`src/rtl/concat_sched_pkg.sv`:
```
// Shared constants and FSM encoding for the nibble-pair scheduler.
package concat_sched_pkg;

    localparam int unsigned NW_DEF    = 4;
    localparam int unsigned CNT_W_DEF = 8;

    typedef enum logic [1:0] {
        ST_IDLE = 2'd0,
        ST_LOW  = 2'd1,
        ST_OUT  = 2'd2
    } state_e;

endpackage

```
`src/rtl/rr_arbiter2.sv`:
```
// Two-way round-robin grant; the caller owns and updates last_grant.
module rr_arbiter2 (
    input  logic [1:0] req,
    input  logic       last_grant,
    output logic       grant,
    output logic       any_req
);

    // Lone requester wins; on a tie the one not served last wins.
    always_comb begin
        any_req = |req;
        grant   = (req == 2'b11) ? ~last_grant : req[1];
    end

endmodule

```
`src/rtl/concat_pair_scheduler.sv`:
```
// Shares a nibble-concatenation datapath between two requesters, one byte at a time.
module concat_pair_scheduler
    import concat_sched_pkg::*;
#(
    parameter int unsigned NW    = NW_DEF,
    parameter int unsigned CNT_W = CNT_W_DEF
) (
    input  logic              clk,
    input  logic              rst,
    input  logic              req0_valid,
    input  logic [NW-1:0]     req0_data,
    output logic              req0_ready,
    input  logic              req1_valid,
    input  logic [NW-1:0]     req1_data,
    output logic              req1_ready,
    output logic              out_valid,
    output logic [2*NW-1:0]   out_data,
    output logic              out_src,
    input  logic              out_ready,
    output logic [CNT_W-1:0]  byte_cnt
);

    state_e              state_q, state_d;
    logic                last_grant_q, last_grant_d;
    logic [NW-1:0]       hi_q, hi_d;
    logic                owner_q, owner_d;
    logic                out_valid_q, out_valid_d;
    logic [2*NW-1:0]     out_data_q, out_data_d;
    logic                out_src_q, out_src_d;
    logic [CNT_W-1:0]    cnt_q, cnt_d;

    logic grant;
    logic any_req;
    logic xfer0;
    logic xfer1;

    rr_arbiter2 u_arb (
        .req        ({req1_valid, req0_valid}),
        .last_grant (last_grant_q),
        .grant      (grant),
        .any_req    (any_req)
    );

    // Ready: arbitration winner in IDLE, locked owner in LOW, nobody in OUT.
    always_comb begin
        req0_ready = ((state_q == ST_IDLE) && any_req && !grant) ||
                     ((state_q == ST_LOW) && !owner_q);
        req1_ready = ((state_q == ST_IDLE) && any_req && grant) ||
                     ((state_q == ST_LOW) && owner_q);
        xfer0      = req0_valid && req0_ready;
        xfer1      = req1_valid && req1_ready;
    end

    // Next-state and datapath updates for hi capture, byte assembly and delivery.
    always_comb begin
        state_d      = state_q;
        last_grant_d = last_grant_q;
        hi_d         = hi_q;
        owner_d      = owner_q;
        out_valid_d  = out_valid_q;
        out_data_d   = out_data_q;
        out_src_d    = out_src_q;
        cnt_d        = cnt_q;
        case (state_q)
            ST_IDLE: begin
                if (xfer0 || xfer1) begin
                    hi_d         = xfer1 ? req1_data : req0_data;
                    owner_d      = xfer1;
                    last_grant_d = xfer1;
                    state_d      = ST_LOW;
                end
            end
            ST_LOW: begin
                if (owner_q ? xfer1 : xfer0) begin
                    out_data_d  = {hi_q, (owner_q ? req1_data : req0_data)};
                    out_src_d   = owner_q;
                    out_valid_d = 1'b1;
                    state_d     = ST_OUT;
                end
            end
            ST_OUT: begin
                if (out_ready) begin
                    out_valid_d = 1'b0;
                    cnt_d       = cnt_q + CNT_W'(1);
                    state_d     = ST_IDLE;
                end
            end
            default: state_d = ST_IDLE;
        endcase
    end

    // State and datapath registers; req0 gets first priority out of reset.
    always_ff @(posedge clk or posedge rst) begin
        if (rst) begin
            state_q      <= ST_IDLE;
            last_grant_q <= 1'b1;
            hi_q         <= '0;
            owner_q      <= 1'b0;
            out_valid_q  <= 1'b0;
            out_data_q   <= '0;
            out_src_q    <= 1'b0;
            cnt_q        <= '0;
        end else begin
            state_q      <= state_d;
            last_grant_q <= last_grant_d;
            hi_q         <= hi_d;
            owner_q      <= owner_d;
            out_valid_q  <= out_valid_d;
            out_data_q   <= out_data_d;
            out_src_q    <= out_src_d;
            cnt_q        <= cnt_d;
        end
    end

    assign out_valid = out_valid_q;
    assign out_data  = out_data_q;
    assign out_src   = out_src_q;
    assign byte_cnt  = cnt_q;

endmodule
```
`config.mk`:
```
export PLATFORM = sky130hd
export DESIGN_NAME = concat_pair_scheduler
export DESIGN_NICKNAME = d
export VERILOG_FILES = /design/src/rtl/concat_sched_pkg.sv /design/src/rtl/rr_arbiter2.sv /design/src/rtl/concat_pair_scheduler.sv
export SDC_FILE = /design/constraint.sdc
export NUM_CORES = 1
export LEC_CHECK = 0
export ABC_AREA = 0
export CORE_ASPECT_RATIO = 0.75
export CORE_MARGIN = 4
export CORE_UTILIZATION = 26
export DETAILED_ROUTE_END_ITERATION = 8
export DONT_BUFFER_PORTS = 1
export GPL_TIMING_DRIVEN = 0
export MAX_ROUTING_LAYER = met4
export SLEW_MARGIN = 30
export SYNTH_ARGS = -nofsm -noshare
export SYNTH_HDL_FRONTEND = slang
export SYNTH_SLANG_ARGS = --single-unit
```
`constraint.sdc`:
```
create_clock -name clk -period 2.14 [get_ports clk]
set_input_delay 0.428 -clock clk [delete_from_list [all_inputs] [get_ports clk]]
set_output_delay 0.428 -clock clk [all_outputs]
set_load 0.02 [all_outputs]
```
# Yosys cells after proc, flatten, opt, wreduce, memory -nomap -nowiden
# Cells that the tools add are included.
totals:
  reg_bits: 26
  in_bits: 13
classes:
  add_sub_neg: 1
  eq_ne: 6
  mux: 11
  bitwise: 1
  reduce_logical: 20
op_table:
  columns: ["op", "n"]
  rows:
  - ["$add 8x1->8 const B", 1]
  - ["$mux 4", 2]
  - ["$logic_and 1x1->1", 7]
  - ["$mux 2", 3]
  - ["$pmux 2 s3", 1]
  - ["$reduce_and 2->1", 3]
  - ["$reduce_and 3->1", 2]
  - ["$eq 2x2->1 const B", 2]
  - ["$mux 1", 4]
  - ["$ne 2x1->1 const B", 2]
  - ["$logic_or 1x1->1", 3]
  - ["$eq 2x1->1 const B", 1]
  - ["$logic_not 1->1", 2]
  - ["$logic_not 2->1", 1]
  - ["$ne 2x2->1 const B", 1]
  - ["$pmux 1 s2", 1]
  - ["$reduce_bool 2->1", 1]
  - ["$reduce_or 2->1", 1]
  - ["$not 1->1", 1]

# Logic depth before layout (Yosys ltp)
logic_depth:
  depth_word: 9
  ltp_mapped: 5
  mapped_depth_nobuf: 4

# Modules after synthesis
# Synthesis repeated with hierarchy kept, for this count alone.
hier_totals:
  hier_cells: 101
  hier_area_um2: 1272.5
by_module_without_submodules:
  columns: ["mod", "instances", "cells_each", "area_per_inst_um2", "seq_area_each_um2"]
  rows:
  - ["concat_pair_scheduler", 1, 99, 1258.7, 651.9]
  - ["rr_arbiter2", 1, 2, 13.8, 0.0]

# Worst setup path after synthesis
# Ideal clock, no wire load.
synth_timing:
  path_kind: "input to register"
  start: "input req0_valid"
  end: "register out_data_q[4], in the netlist out_data[4]"
  setup_ns: 0.125
  arrival_time_ns: 1.412
  required_ns: 2.015
  setup_slack_ns: 0.603
  path_stages: 5
  cell_sequence: "buf_2 -> mux2_4 -> and2_4 -> buf_6 -> mux2_4"
synth_via:
  elab_chain_len: 8
synth_lines:
  columns: ["item", "line_no", "source"]
  rows:
  - ["from (decl)", "concat_pair_scheduler.sv:10", "input logic req0_valid,"]
  - ["$eq 2x2->1", "rr_arbiter2.sv:12", "grant = (req == 2'b11) ? ~last_grant : req[1];"]
  - ["$mux 1", "rr_arbiter2.sv:12", null]
  - ["$logic_not 1->1", "concat_pair_scheduler.sv:46", "req0_ready = ((state_q == ST_IDLE) && any_req && !grant) ||"]
  - ["$logic_and 1x1->1", "concat_pair_scheduler.sv:46", null]
  - ["$logic_or 1x1->1", "concat_pair_scheduler.sv:46", null]
  - ["$logic_and 1x1->1", "concat_pair_scheduler.sv:50", "xfer0 = req0_valid && req0_ready;"]
  - ["$mux 1 *", "concat_pair_scheduler.sv:74", "if (owner_q ? xfer1 : xfer0) begin"]
  - ["$reduce_and 2->1 (no line) *", null, null]
  - ["to (signal assigned)", "concat_pair_scheduler.sv:109", "out_data_q <= out_data_d;"]
  - ["to (decl)", "concat_pair_scheduler.sv:28", "logic [2*NW-1:0] out_data_q, out_data_d;"]
# Every way passes the cells marked *; elsewhere a longest branch is shown, timed or not.
# A chain may end at the register's enable or synchronous reset.

# Final worst setup path
layout_timing:
  start: "register state_q[0]"
  end: "output req0_ready"
layout_via:
  elab_chain_len: 4
layout_lines:
  columns: ["item", "line_no", "source"]
  rows:
  - ["from (decl)", "concat_pair_scheduler.sv:23", "state_e state_q, state_d;"]
  - ["from (signal assigned)", "concat_pair_scheduler.sv:104", "state_q <= state_d;"]
  - ["$logic_not 2->1", "concat_pair_scheduler.sv:46", null]
  - ["$logic_and 1x1->1 (2 in a row)", "concat_pair_scheduler.sv:46", null]
  - ["$logic_or 1x1->1 *", "concat_pair_scheduler.sv:46", null]
  - ["to (decl)", "concat_pair_scheduler.sv:12", "output logic req0_ready,"]
# Marked as above.

==> flow_summary.json <==
{
  "pwr_density_cell_nw_per_um2": 1500,
  "h-tree-depth": 1,
  "clk_root_buffer_cell": "sky130_fd_sc_hd__clkbuf_8",
  "final-max-slew-violation-count": 0,
  "tritoncts": "built",
  "gp_routability_congestion": 0.810,
  "post-place-cells": 174,
  "place.port_buffers": 0,
  "die_w_um": 89.2,
  "fillerInstances": 484,
  "outcome": "completed",
  "tightest_slew_ns": 0.557,
  "rsz_0062_raised_after_global_routing": "false",
  "synth_area_leader_cell": "sky130_fd_sc_hd__dfrtp_1",
  "synthDistinctLibCells": 33,
  "viasPerCell": 5.21,
  "post_cts_resized": 0,
  "synth-edff-count": 0,
  "grt_pass1_vias": 935,
  "ys_seq_elements": 26,
  "coreArea_um2": 4620,
  "grt.total_usage": 0.106,
  "max_cap_violations": 0,
  "hp-class": "in -> async",
  "slowest_delay_ns": 0.43,
  "critical_path.slowest_cell": "sky130_fd_sc_hd__dfrtp_1",
  "finish.cell_count_without_fillers": 178,
  "synth_top_area_share": 0.486,
  "cts_hold_repair.buffers": 0,
  "critPathTopFamily": "flip-flops",
  "cellLeakagePower_nw": 0.600,
  "slew_headroom": 0.628,
  "worst_setup_hold_path_clk_slew_ns": 0.08,
  "layout.nets": 136,
  "hpwl_mm": 2.24,
  "clock.fmax_mhz": 498,
  "critical_path_fanouts_max": 10,
  "synthCells": 117,
  "synth.cell_area_um2": 1290,
  "critPathLaunchType": "flip-flop",
  "setup.worst_path.start": "state_q[0]$_DFFE_PP0P_",
  "fp.dieArea_um2": 6150,
  "antenna_found_initial": 0,
  "total_gr_overflow": 0,
  "final_layout_size_suffix_gt1_frac": 0.140,
  "pre_cts_slack_ns": 0.433,
  "timing.final.setup_violations": 0,
  "routed_wire_length_per_instance_um": 16.6,
  "drt_first_iter_violations": 85,
  "cp.buffers_inverters": 1,
  "grt_first_pass_wirelength_mm": 4.75,
  "post_cts.repair.setup_buffers": 0,
  "synth.area.top_cells": "sky130_fd_sc_hd__dfrtp_1 (49%), sky130_fd_sc_hd__a21oi_1 (7.0%), sky130_fd_sc_hd__mux2_4 (5.8%)",
  "regToRegStartpoint": "state_q[0]$_DFFE_PP0P_",
  "initial_utilization": 0.278,
  "grt_max_degree": 27,
  "crit_required_ns": 1.71,
  "rows": 21,
  "die_y_um": 68.9,
  "skew_ns": 0.00157,
  "fin_tns_setup_ns": 0,
  "cts_buffer_depth": 2,
  "synth-async-reset-ratio": 1.00,
  "timing.final.crit_share": 0.939,
  "critPathCaptureType": "output pin",
  "ant_diodes": 0,
  "ys_warn_count": 0,
  "num_cts_buffers": 3,
  "seq_area_frac_synth": 0.507,
  "timing.setup.critical_path_class": "reg -> out",
  "postSynth.topFlopCell": "sky130_fd_sc_hd__dfrtp_1",
  "via_count": 928,
  "finalHoldViolations": 0,
  "worstPathCellList": "clkbuf_1 -> nand3b_1 -> a21oi_1",
  "ant_nets": 0,
  "timing.final.ws_setup_ns": 0.131,
  "detailedRoute.firstPassIterationCount": 4,
  "vdd.ir_drop.worst_uv": 584,
  "timing.final.crit_period_ns": 2.01,
  "mappedNetlistNets": 131,
  "timing.critical_path.arrival_ns": 1.58,
  "pin_count": 33,
  "areaGrowthSynthToFinish_pct": 9.05,
  "drc": 0,
  "fin_worst_hold_slack_ns": 0.0758,
  "numClockSinks": 26,
  "worst_skew_pair.late_latency_ns": 0.26,
  "finalWirelength_mm": 2.95,
  "avgSynthCellArea_um2": 11.0
}
[cells in the final DEF, fill, tap and decap left out, types with 2 or more instances in the layout]
cell / netlist / routed
sky130_fd_sc_hd__dfrtp_1: 25 / 25
sky130_fd_sc_hd__a21oi_1: 18 / 18
sky130_fd_sc_hd__a31oi_1: 6 / 6
sky130_fd_sc_hd__mux2_4: 5 / 5
sky130_fd_sc_hd__nand3b_1: 5 / 5
sky130_fd_sc_hd__nand4_1: 5 / 5
sky130_fd_sc_hd__mux2i_1: 4 / 4
sky130_fd_sc_hd__nor2_1: 4 / 4
sky130_fd_sc_hd__o31ai_1: 4 / 4
sky130_fd_sc_hd__xor2_1: 4 / 4
sky130_fd_sc_hd__nor2b_1: 3 / 3
sky130_fd_sc_hd__clkbuf_1: 2 / 3
sky130_fd_sc_hd__nand2b_1: 3 / 3
sky130_fd_sc_hd__xnor2_1: 3 / 3
sky130_fd_sc_hd__nand3_1: 3 / 3
sky130_fd_sc_hd__nand2_1: 3 / 3
sky130_fd_sc_hd__clkbuf_8: 0 / 3
sky130_fd_sc_hd__buf_2: 2 / 2
sky130_fd_sc_hd__buf_6: 2 / 2
sky130_fd_sc_hd__nor3_1: 2 / 2
[metrics by stage]
| stage | total power [mW] | utilization | area (um^2) |
|---|---|---|---|
| after global placement | 1.79 | 0.294 | 1360 |
| final | 2.10 | 0.303 | 1400 |
| after CTS | 2.12 | 0.303 | 1400 |
| after floorplan | 1.64 | - | 1290 |
| after global routing | 2.25 | 0.303 | 1400 |
| after detailed placement | 1.84 | 0.294 | 1360 |
[final cells by class]
| class | count | area (um^2) | share of cell area |
|---|---|---|---|
| Clock buffer | 4 | 45.0 | 0.0321 |
| Tap cell | 57 | 71.3 | 0.0508 |
| Multi-Input combinational cell | 84 | 591 | 0.421 |
| Sequential cell | 26 | 652 | 0.465 |
| Buffer | 6 | 40.0 | 0.0285 |
| Inverter | 1 | 3.75 | 0.00268 |
[registers in the layout, summed over array words and instances, names as in the netlist]
name / flops
hi_q: 4
out_valid: 1
last_grant_q: 1
byte_cnt: 8
out_src: 1
out_data: 8
state_q: 2
owner_q: 1
[cell families after synthesis]
kind of cell	synth area share
compound gates	0.134
mux	0.0982
fa+ha+maj	0.00973
buf+inv	0.0340
xor+xnor	0.0477
simple gates	0.169
flops	0.507
[worst register-to-register path, cell delays in order (launching register included)]
cell	delay, ns
sky130_fd_sc_hd__dfrtp_1	0.43
sky130_fd_sc_hd__clkbuf_1	0.23
sky130_fd_sc_hd__nor2_1	0.50
sky130_fd_sc_hd__and2_1	0.27
sky130_fd_sc_hd__a31oi_1	0.10
[final timing paths]
check	end	cells past startpoint	slack, ns
max	req0_ready	3	0.13
min	byte_cnt[4]$_DFFE_PP0P_	1	0.08
max reg2reg	hi_q[1]$_DFFE_PP0P_	4	0.49
min reg2reg	out_data[7]$_DFFE_PP0P_	1	0.52
max in group asynchronous	last_grant_q$_DFFE_PP1P_	1	1.69
min in group clk	last_grant_q$_DFFE_PP1P_	2	0.31
[per-layer routing]
metal  up-vias  global-route usage  part of all wire  wire length, um
met5         -                   -                 0                0
met4         0              0.0335             0.018               54
met3         4              0.0487             0.098              290
met2        38               0.156              0.45             1320
met1       453               0.130              0.43             1280
li1        433                   -                 -                -
[cells in the mapped netlist, drive strengths merged (4+ instances only)]
cell    instances
dfrtp          25
a21oi          18
a31oi           6
mux2            6
nand3b          5
nand4           5
buf             4
mux2i           4
nor2            4
o31ai           4
xor2            4
[power breakdown]
part / leakage, nW / internal, mW / switching (mW) / total (mW)
Sequential: 0.310 / 0.699 / 0.339 / 1.04
Clock: 0.0228 / 0.133 / 0.142 / 0.275
Combinational: 0.267 / 0.366 / 0.422 / 0.788
Total: 0.600 / 1.20 / 0.902 / 2.10
Power figures use the tool's default switching activity.
